**src/rtl/skip_adder_pkg.sv**
```systemverilog
// skip_adder_pkg: configuration helpers shared by the pipelined carry-skip adder
package skip_adder_pkg;

   // A configuration is usable only if every stage gets a whole number of skip blocks
   function automatic bit legal_cfg(input int width, input int block, input int stages);
      return width >= 1 && block >= 1 && stages >= 1 && (width % (stages * block)) == 0;
   endfunction

   // Bits resolved per pipeline stage
   function automatic int slice_w(input int width, input int stages);
      return stages >= 1 ? width / stages : width;
   endfunction

   // Skip blocks per pipeline stage
   function automatic int nblk_w(input int width, input int block, input int stages);
      return block >= 1 ? slice_w(width, stages) / block : 1;
   endfunction

endpackage

```
**src/rtl/skip_block.sv**
```systemverilog
// skip_block: BLOCK-bit ripple adder exposing group propagate for an external skip mux
module skip_block #(
   parameter int BLOCK = 4
) (
   input  logic [BLOCK-1:0] a,
   input  logic [BLOCK-1:0] b,
   input  logic             cin,
   output logic [BLOCK-1:0] s,
   output logic             cout,
   output logic             prop_all,
   output logic             c_msb_in
);
   logic [BLOCK:0]   c;
   logic [BLOCK-1:0] p;

   // ripple carry through the block; cout is the unskipped carry out of the MSB
   always_comb begin
      p    = a ^ b;
      c[0] = cin;
      for (int i = 0; i < BLOCK; i++) c[i+1] = (a[i] & b[i]) | (p[i] & c[i]);
      s        = p ^ c[BLOCK-1:0];
      cout     = c[BLOCK];
      prop_all = &p;
      c_msb_in = c[BLOCK-1];
   end

endmodule

```
**src/rtl/skip_adder_pipe.sv**
```systemverilog
// skip_adder_pipe: parametrised skewed-pipeline carry-skip adder/subtractor with valid/ready
module skip_adder_pipe
   import skip_adder_pkg::*;
#(
   parameter int WIDTH  = 32,
   parameter int BLOCK  = 4,
   parameter int STAGES = 2
) (
   input  logic             clk,
   input  logic             rst,
   input  logic             in_valid,
   output logic             in_ready,
   input  logic [WIDTH-1:0] a,
   input  logic [WIDTH-1:0] b,
   input  logic             ci,
   input  logic             sub,
   output logic             out_valid,
   input  logic             out_ready,
   output logic [WIDTH-1:0] s,
   output logic             co,
   output logic             ovf
);
   localparam int SLICE = slice_w(WIDTH, STAGES);
   localparam int NBLK  = nblk_w(WIDTH, BLOCK, STAGES);

   if (!legal_cfg(WIDTH, BLOCK, STAGES)) begin : g_bad_cfg
      $error("skip_adder_pipe: WIDTH must be a multiple of STAGES*BLOCK and STAGES >= 1");
   end

   // index k is the token entering stage k; index STAGES is the pipe output
   logic [WIDTH-1:0] a_st [STAGES];
   logic [WIDTH-1:0] b_st [STAGES];
   logic [WIDTH-1:0] s_st [STAGES+1];
   logic             c_st [STAGES+1];
   logic [STAGES:0]  vv;
   logic [STAGES:0]  rdy;

   // subtraction is a + ~b + ~borrow, so operand prep happens once at the input
   assign a_st[0] = a;
   assign b_st[0] = b ^ {WIDTH{sub}};
   assign c_st[0] = ci ^ sub;
   assign s_st[0] = '0;
   assign vv[0]   = in_valid;

   // ready ripples back from the consumer: a stage loads when empty or when its successor drains
   always_comb begin
      rdy[STAGES] = out_ready;
      for (int k = STAGES - 1; k >= 0; k--) rdy[k] = ~vv[k+1] | rdy[k+1];
   end

   assign in_ready  = rdy[0];
   assign out_valid = vv[STAGES];
   assign s         = s_st[STAGES];
   assign co        = c_st[STAGES];
   assign ovf       = g_st[STAGES-1].g_last.ovf_q;

   for (genvar k = 0; k < STAGES; k++) begin : g_st
      logic [SLICE-1:0]       sl;
      logic [SLICE+WIDTH-1:0] cat;
      logic [WIDTH-1:0]       s_q;
      logic                   c_q;
      logic                   v_q;

      for (genvar j = 0; j < NBLK; j++) begin : g_blk
         logic cin, rc, pa, cm, cout;
         if (j == 0) begin : g_c0
            assign cin = c_st[k];
         end else begin : g_cn
            assign cin = g_blk[j-1].cout;
         end
         skip_block #(.BLOCK(BLOCK)) u_blk (
            .a        (a_st[k][j*BLOCK +: BLOCK]),
            .b        (b_st[k][j*BLOCK +: BLOCK]),
            .cin      (cin),
            .s        (sl[j*BLOCK +: BLOCK]),
            .cout     (rc),
            .prop_all (pa),
            .c_msb_in (cm)
         );
         // a fully propagating block forwards its carry-in instead of waiting on the ripple
         assign cout = pa ? cin : rc;
      end

      // new slice enters at the top; after STAGES shifts the slices sit in bit order
      assign cat       = {sl, s_st[k]};
      assign vv[k+1]   = v_q;
      assign s_st[k+1] = s_q;
      assign c_st[k+1] = c_q;

      // token advances when this stage can load; data captured only for valid tokens
      always_ff @(posedge clk or posedge rst)
         if (rst) begin
            v_q <= 1'b0;
            s_q <= '0;
            c_q <= 1'b0;
         end else if (rdy[k]) begin
            v_q <= vv[k];
            if (vv[k]) begin
               s_q <= cat[SLICE+WIDTH-1 -: WIDTH];
               c_q <= g_blk[NBLK-1].cout;
            end
         end

      if (k < STAGES - 1) begin : g_fwd
         logic [WIDTH-1:0] a_q, b_q;
         assign a_st[k+1] = a_q;
         assign b_st[k+1] = b_q;
         // drop the consumed slice so the next stage always works on the low operand bits
         always_ff @(posedge clk or posedge rst)
            if (rst) begin
               a_q <= '0;
               b_q <= '0;
            end else if (rdy[k] && vv[k]) begin
               a_q <= a_st[k] >> SLICE;
               b_q <= b_st[k] >> SLICE;
            end
      end else begin : g_last
         logic ovf_q;
         // signed overflow: carry into the MSB differs from carry out of it
         always_ff @(posedge clk or posedge rst)
            if (rst) ovf_q <= 1'b0;
            else if (rdy[k] && vv[k]) ovf_q <= g_blk[NBLK-1].cm ^ g_blk[NBLK-1].cout;
      end
   end

endmodule

```
**config.mk**
```make
export PLATFORM = sky130hd
export DESIGN_NAME = skip_adder_pipe
export DESIGN_NICKNAME = d
export VERILOG_FILES = /design/src/rtl/skip_adder_pkg.sv /design/src/rtl/skip_block.sv /design/src/rtl/skip_adder_pipe.sv
export SDC_FILE = /design/constraint.sdc
export NUM_CORES = 1
export LEC_CHECK = 0
export ABC_CLOCK_PERIOD_IN_PS = 6550
export CORE_MARGIN = 2
export CORE_UTILIZATION = 47
export DETAILED_ROUTE_END_ITERATION = 10
export PLACE_DENSITY = 0.77
export SLEW_MARGIN = 20
export SYNTH_ARGS = -nofsm -noshare
export SYNTH_HDL_FRONTEND = slang
export SYNTH_HIERARCHICAL = 1
export SYNTH_SLANG_ARGS = --single-unit
```
**constraint.sdc**
```tcl
create_clock -name clk -period 6.55 [get_ports clk]
set_input_delay 1.6375 -clock clk [delete_from_list [all_inputs] [get_ports clk]]
set_output_delay 1.6375 -clock clk [all_outputs]
set_load 0.01 [all_outputs]
```
# ---- Word level (Yosys, flattened, before mapping)
# Cells that the tools add are included.
# Widths: inputs -> output; s select.
dict set report totals {
  regBits 85
  input_bits 70
  out_inout_bits 36
  elab_cells 148
}
dict set report op_classes {
  muxes 8
  n_bitwise 119
  reduce_logical 12
}
# op n
set ops {}
lappend ops {{$and 1x1->1} 64}
lappend ops {{$xor 4x4->4} 16}
lappend ops {{$or 1x1->1} 34}
lappend ops {{$reduce_and 4->1} 8}
lappend ops {{$xor 32x32->32} 1}
lappend ops {{$mux 1} 8}
lappend ops {{$reduce_and 2->1} 2}
lappend ops {{$logic_and 1x1->1} 2}
lappend ops {{$not 1->1} 2}
lappend ops {{$xor 1x1->1} 2}

# ---- Depth between registers and ports, before layout
dict set report logic_depth {
  depth_word 38
  ltp_mapped 42
}

# ---- By module
# Netlist, hierarchy kept.
# module n_inst cells_each area_each_um2 seq_area_each_um2
set by_module_without_submodules {}
lappend by_module_without_submodules {skip_adder_pipe 1 336 3616.0 2127.0}
lappend by_module_without_submodules {skip_block 8 19 176.4 0.0}

# ---- Least setup slack after synthesis
# No wires, ideal clock.
dict set report synth_path {
  path_type {input to register}
  start {in sub}
  end {reg g_st[0].s_q[31]}
  setup_ps 117
  t_arrival_ps 7889
  required_ps 6433
  setup_slack_ps -1455
  path_stages 42
  cell_sequence {buf_2 -> buf_2 -> xor2_1 -> inv_1 -> fa_1 -> inv_1 -> fa_1 -> inv_1 -> fa_1 -> inv_1 -> fa_1 -> nor2_1 -> a21oi_1 -> inv_1 -> fa_1 -> inv_1 -> fa_1 -> inv_1 -> [6 not listed] -> fa_1 -> inv_1 -> fa_1 -> inv_1 -> fa_1 -> inv_1 -> fa_1 -> o22a_1 -> inv_1 -> fa_1 -> inv_1 -> fa_1 -> inv_1 -> fa_1 -> inv_1 -> fa_1 -> nand2_1 -> nand2_1}
}
# item line
set synth_lines {}
lappend synth_lines {{start, declared} skip_adder_pipe.sv:16} ;# input logic sub,
lappend synth_lines {{end signal, assigned} skip_adder_pipe.sv:99} ;# s_q <= cat[SLICE+WIDTH-1 -: WIDTH];
lappend synth_lines {{end, declared} skip_adder_pipe.sv:60} ;# logic [WIDTH-1:0] s_q;

# ---- Final worst setup path
dict set report layout_path {
  start {in sub}
  end {reg g_st[0].s_q[31]}
}
dict set report layout_via {
  word_cells_on_any_way 58
  classes_between {3 x mux; 52 x bitwise; 3 x reduce/logical}
}
# item line
set layout_lines {}
lappend layout_lines {{$xor 1x1->1} skip_adder_pipe.sv:41} ;# assign c_st[0] = ci ^ sub;
lappend layout_lines {{net g_st[0].g_blk[0].cin} skip_adder_pipe.sv:65} ;# logic cin, rc, pa, cm, cout;
lappend layout_lines {{$and 1x1->1} skip_block.sv:20} ;# for (int i = 0; i < BLOCK; i++) c[i+1] = (a[i] & b[i]) | (p[i] & c[i]);
lappend layout_lines {{$or 1x1->1} skip_block.sv:20}
lappend layout_lines {{$and 1x1->1} skip_block.sv:20}
lappend layout_lines {{$or 1x1->1} skip_block.sv:20}
lappend layout_lines {{$and 1x1->1} skip_block.sv:20}
lappend layout_lines {{$or 1x1->1} skip_block.sv:20}
lappend layout_lines {{net g_st[0].g_blk[0].cm} skip_adder_pipe.sv:65}
lappend layout_lines {{[2 not listed]} --}
lappend layout_lines {{net g_st[0].g_blk[0].rc} skip_adder_pipe.sv:65}
lappend layout_lines {{[1 not listed]} --}
lappend layout_lines {{net g_st[0].g_blk[0].cout} skip_adder_pipe.sv:65}
lappend layout_lines {{[6 not listed]} --}
lappend layout_lines {{net g_st[0].g_blk[1].cm} skip_adder_pipe.sv:65}
lappend layout_lines {{[2 not listed]} --}
lappend layout_lines {{net g_st[0].g_blk[1].rc} skip_adder_pipe.sv:65}
lappend layout_lines {{[1 not listed]} --}
lappend layout_lines {{net g_st[0].g_blk[1].cout} skip_adder_pipe.sv:65}
lappend layout_lines {{[6 not listed]} --}
lappend layout_lines {{net g_st[0].g_blk[2].cm} skip_adder_pipe.sv:65}
lappend layout_lines {{[2 not listed]} --}
lappend layout_lines {{net g_st[0].g_blk[2].rc} skip_adder_pipe.sv:65}
lappend layout_lines {{[1 not listed]} --}
lappend layout_lines {{net g_st[0].g_blk[2].cout} skip_adder_pipe.sv:65}
lappend layout_lines {{[1 not listed]} --}
lappend layout_lines {{$or 1x1->1} skip_block.sv:20}
lappend layout_lines {{$and 1x1->1} skip_block.sv:20}
lappend layout_lines {{$or 1x1->1} skip_block.sv:20}
lappend layout_lines {{$and 1x1->1} skip_block.sv:20}
lappend layout_lines {{$or 1x1->1} skip_block.sv:20}
lappend layout_lines {{net g_st[0].g_blk[3].cm} skip_adder_pipe.sv:65}
lappend layout_lines {{$xor 4x4->4} skip_block.sv:21} ;# s = p ^ c[BLOCK-1:0];
lappend layout_lines {{net g_st[0].cat[47]} skip_adder_pipe.sv:59} ;# logic [SLICE+WIDTH-1:0] cat;
# The timed path passes the listed nets, and every way through them passes these cells.
# A chain may end at the register's enable or synchronous reset.

==> impl_metrics.toml <==
[worst_setup_path]
crit_required_ns = 6.79
worst_path_max_delay_cell = "fa_2"
start_kind = "input pin"
endpoint_kind = "flip-flop"
r2r_setup_slack_ns = -0.41
max_stage_delay_ns = 0.41
r2r-end = "ovf$_DFFE_PP0P_"
worstRegToRegCells = 42
r2r_start = "g_st[0].c_q$_DFFE_PP0P_"
crit_fanout = 4
crit_arrival_ns = 7.70
path_class = "input pin to flip-flop"

[route]
wl_mm = 9.98
met2_length_mm = 4.96
routed_via_density = 4.65
drt-met1-wl_mm = 4.18
drc = 0
met3_length_um = 685
top_layer = "met4"
drt_pass1_iterations = 6
post_drt_wl_per_cell_um = 13.1
drt-initial-drc-count = 67
ant_nets = 0
vias = 3537

[cts]
cts.reportedPaths.clkPinSlew_ns = 0.08
cts_tree = "yes"
cts_root_buf = "clkbuf_8"
clk_latency_ns = 0.35
holdBufCountCts = 0
cts.sinks = 85
clock_path_buffers = 2
cts_made_buffers = 9
cts_max_level = 3

[placed_design]
post-place-cells = 737
dp_slack_ns = -1.70
gp_congestion = 0.853
hpwlAfterDp_mm = 7.29
port-buffer-count = 105
place_area_um2 = 6400

[finish]
drive_gt1_frac = 0.256
final_common_cell = "nand2_1"
layout_common_cells = "116 x nand2_1, 100 x clkdlybuf4s50_1, 85 x dfrtp_1"
area_delta_synth_final_pct = 34.9
antenna_cells = 0
nNetsFinal = 753
stdcell_area_um2 = 6780
fin_cells = 760

[yosys]
synth_cells = 488
yosys_warnings = 6
syn-cell-area_um2 = 5030
synth_cell_types = 30
synth_top_family_by_area = "adder cells"
synth_top_area_frac = 0.423
seq_area_frac_synth = 0.423
yosysTopAreaCell = "dfrtp_1"
synth_compound_area_frac = 0.0314
syn_avg_cell_area_um2 = 10.3
synthSimpleGateAreaFrac = 0.126
yosys.area_share.adder = 0.207
syn_nets = 622
synth_area_leaders = "dfrtp_1 42%, fa_1 13%, nand2_1 8.8%, ha_1 8.0%, mux2_2 7.2%"
muxShareOfSynthArea = 0.0764
synth-seq-cells = 85
synth_xor_area_frac = 0.0575

[floorplanning]
core_area_um2 = 10400
rows = 37
initial_core_util = 0.485
die_h_um = 107
ios = 106
dieArea_um2 = 11500
die_w_um = 107

[grt]
grt_pass1_vias = 3629
grt_max_degree = 77
grt_pass1_wl_mm = 16.2
grt_usage = 0.179
antenna_found_initial = 0
overflow = 0

[power]
p_switching_uw = 613
comb_power_share = 0.399
p_int_uw = 1360
sw_frac_of_total = 0.311
power_frac_seq = 0.392
power.share.clock = 0.209
ir_worst_vdd_v = 0.000118
total_power_uw = 1970
leakage_uw = 0.00328
powerDensity_nw_per_um2 = 291

[timing]
rsz0062_at_grt = "true"
finalHoldViolations = 0
setup_viol = 7
final_max_slew_viol_count = 0
finalCritPeriodShare = 1.14
max-slew-margin-rel = 0.375
worst_slack_ns = -0.905
finClkSkew_ns = 0.0124
worst_pin_slew_ns = 0.938
fmax_ghz = 0.134
fin_crit_ns = 7.46

[hold_path]
hold_depth = 2
hold_class = "flip-flop to flip-flop"
hold_start = "g_st[0].s_q[28]$_DFFE_PP0P_"
min_delay_worst_endpoint = "g_st[0].s_q[28]$_DFFE_PP0P_"

[run_status]
outcome = "complete, but fails checks"
violations = "setup timing"

[job]
cap_violations = 0
## Yosys cell counts, drive strengths merged
cell,instances
inv,83
nor3b,1
o21ai,18
ha,32
nor2,4
nand2,118
nor3,1
o22a,1
a21oi,3
and4,9
nand3b,2
buf,12
mux2i,2
fa,32
dfrtp,85
nand2b,7
o211ai,1
o221ai,1
clkbuf,5
mux2,32
a21boi,1
a31oi,1
a311oi,1
xnor2,17
or3b,1
nor4bb,1
xor2,16
and2,1
## how the worst max path moves through the flow
stage,endpoint,start
after global placement,g_st[0].s_q[31]$_DFFE_PP0P_,ci
after global routing,g_st[0].s_q[31]$_DFFE_PP0P_,sub
after floorplan,g_st[0].s_q[31]$_DFFE_PP0P_,sub
after detailed placement,g_st[0].s_q[31]$_DFFE_PP0P_,ci
final,g_st[0].s_q[31]$_DFFE_PP0P_,sub
after CTS,g_st[0].s_q[31]$_DFFE_PP0P_,ci
## area by class of cell
cell class              count  area (um2)
inverters                  83         313
fillers                   829        3590
clock inverters             4        70.1
well taps                 136         170
multi-input cells         303        2650
clock buffers              12         155
repair buffers            137        1300
flip-flops and latches     85        2130
## critical path: cells and delay by family
family | cells | cell delay [ns]
AOI/OAI and AO/OA | 2 | 0.26
adders and majority gates | 16 | 4.34
and+or+nand+nor | 5 | 0.31
xor gates and xnor gates | 1 | 0.14
buffers and inverters | 18 | 1.01
## metrics by stage
| stage | hold WS [ns] | utilization | setup TNS, ns |
|---|---|---|---|
| 2_1_floorplan | 0.442 | - | -4.13 |
| 3_3_place_gp | 0.454 | 0.617 | -6.79 |
| 3_5_place_dp | 0.459 | 0.617 | -8.00 |
| 4_1_cts | 0.477 | 0.648 | -4.44 |
| 5_1_grt | 0.504 | 0.654 | -5.51 |
| 6_report | 0.474 | 0.654 | -3.19 |
## power groups by stage
| stage | logic (uW) | clock network [uW] | registers (uW) |
|---|---|---|---|
| 2_1_floorplan | 350 | 0 | 814 |
| 3_3_place_gp | 729 | 0 | 775 |
| 3_5_place_dp | 751 | 0 | 784 |
| 4_1_cts | 787 | 423 | 776 |
| 5_1_grt | 878 | 448 | 796 |
| 6_report | 787 | 413 | 774 |
## per-layer routing
layer | track usage | up-vias
li1 | - | 1737
met1 | 0.215 | 1698
met2 | 0.313 | 88
met3 | 0.0436 | 14
met4 | 0.0678 | 0
met5 | 0 | -
## kinds of logic (layout without fill, tap and decap cells)
family | Yosys count | after routing
AND/OR/NAND/NOR | 145 | 145
buffers and inverters | 100 | 236
flip-flops | 85 | 85
adder cells (fa/ha/maj) | 64 | 64
multiplexers | 34 | 34
XOR/XNOR | 33 | 33
AO/OA/AOI/OAI | 27 | 27
## sequential cells by signal (all words and copies together) (netlist names)
register        cells
co                  1
g_st.c_q            1
g_st.g_fwd.a_q     16
g_st.g_fwd.b_q     16
g_st.s_q           16
g_st.v_q            1
out_valid           1
ovf                 1
s                  32
## timing repair
item,CTS,global route
gates resized for setup,44,17
endpoints found under the setup margin,8,10
buffers inserted,6,1
pin swaps,25,32
Note: power is estimated with default switching activity, not from simulation.
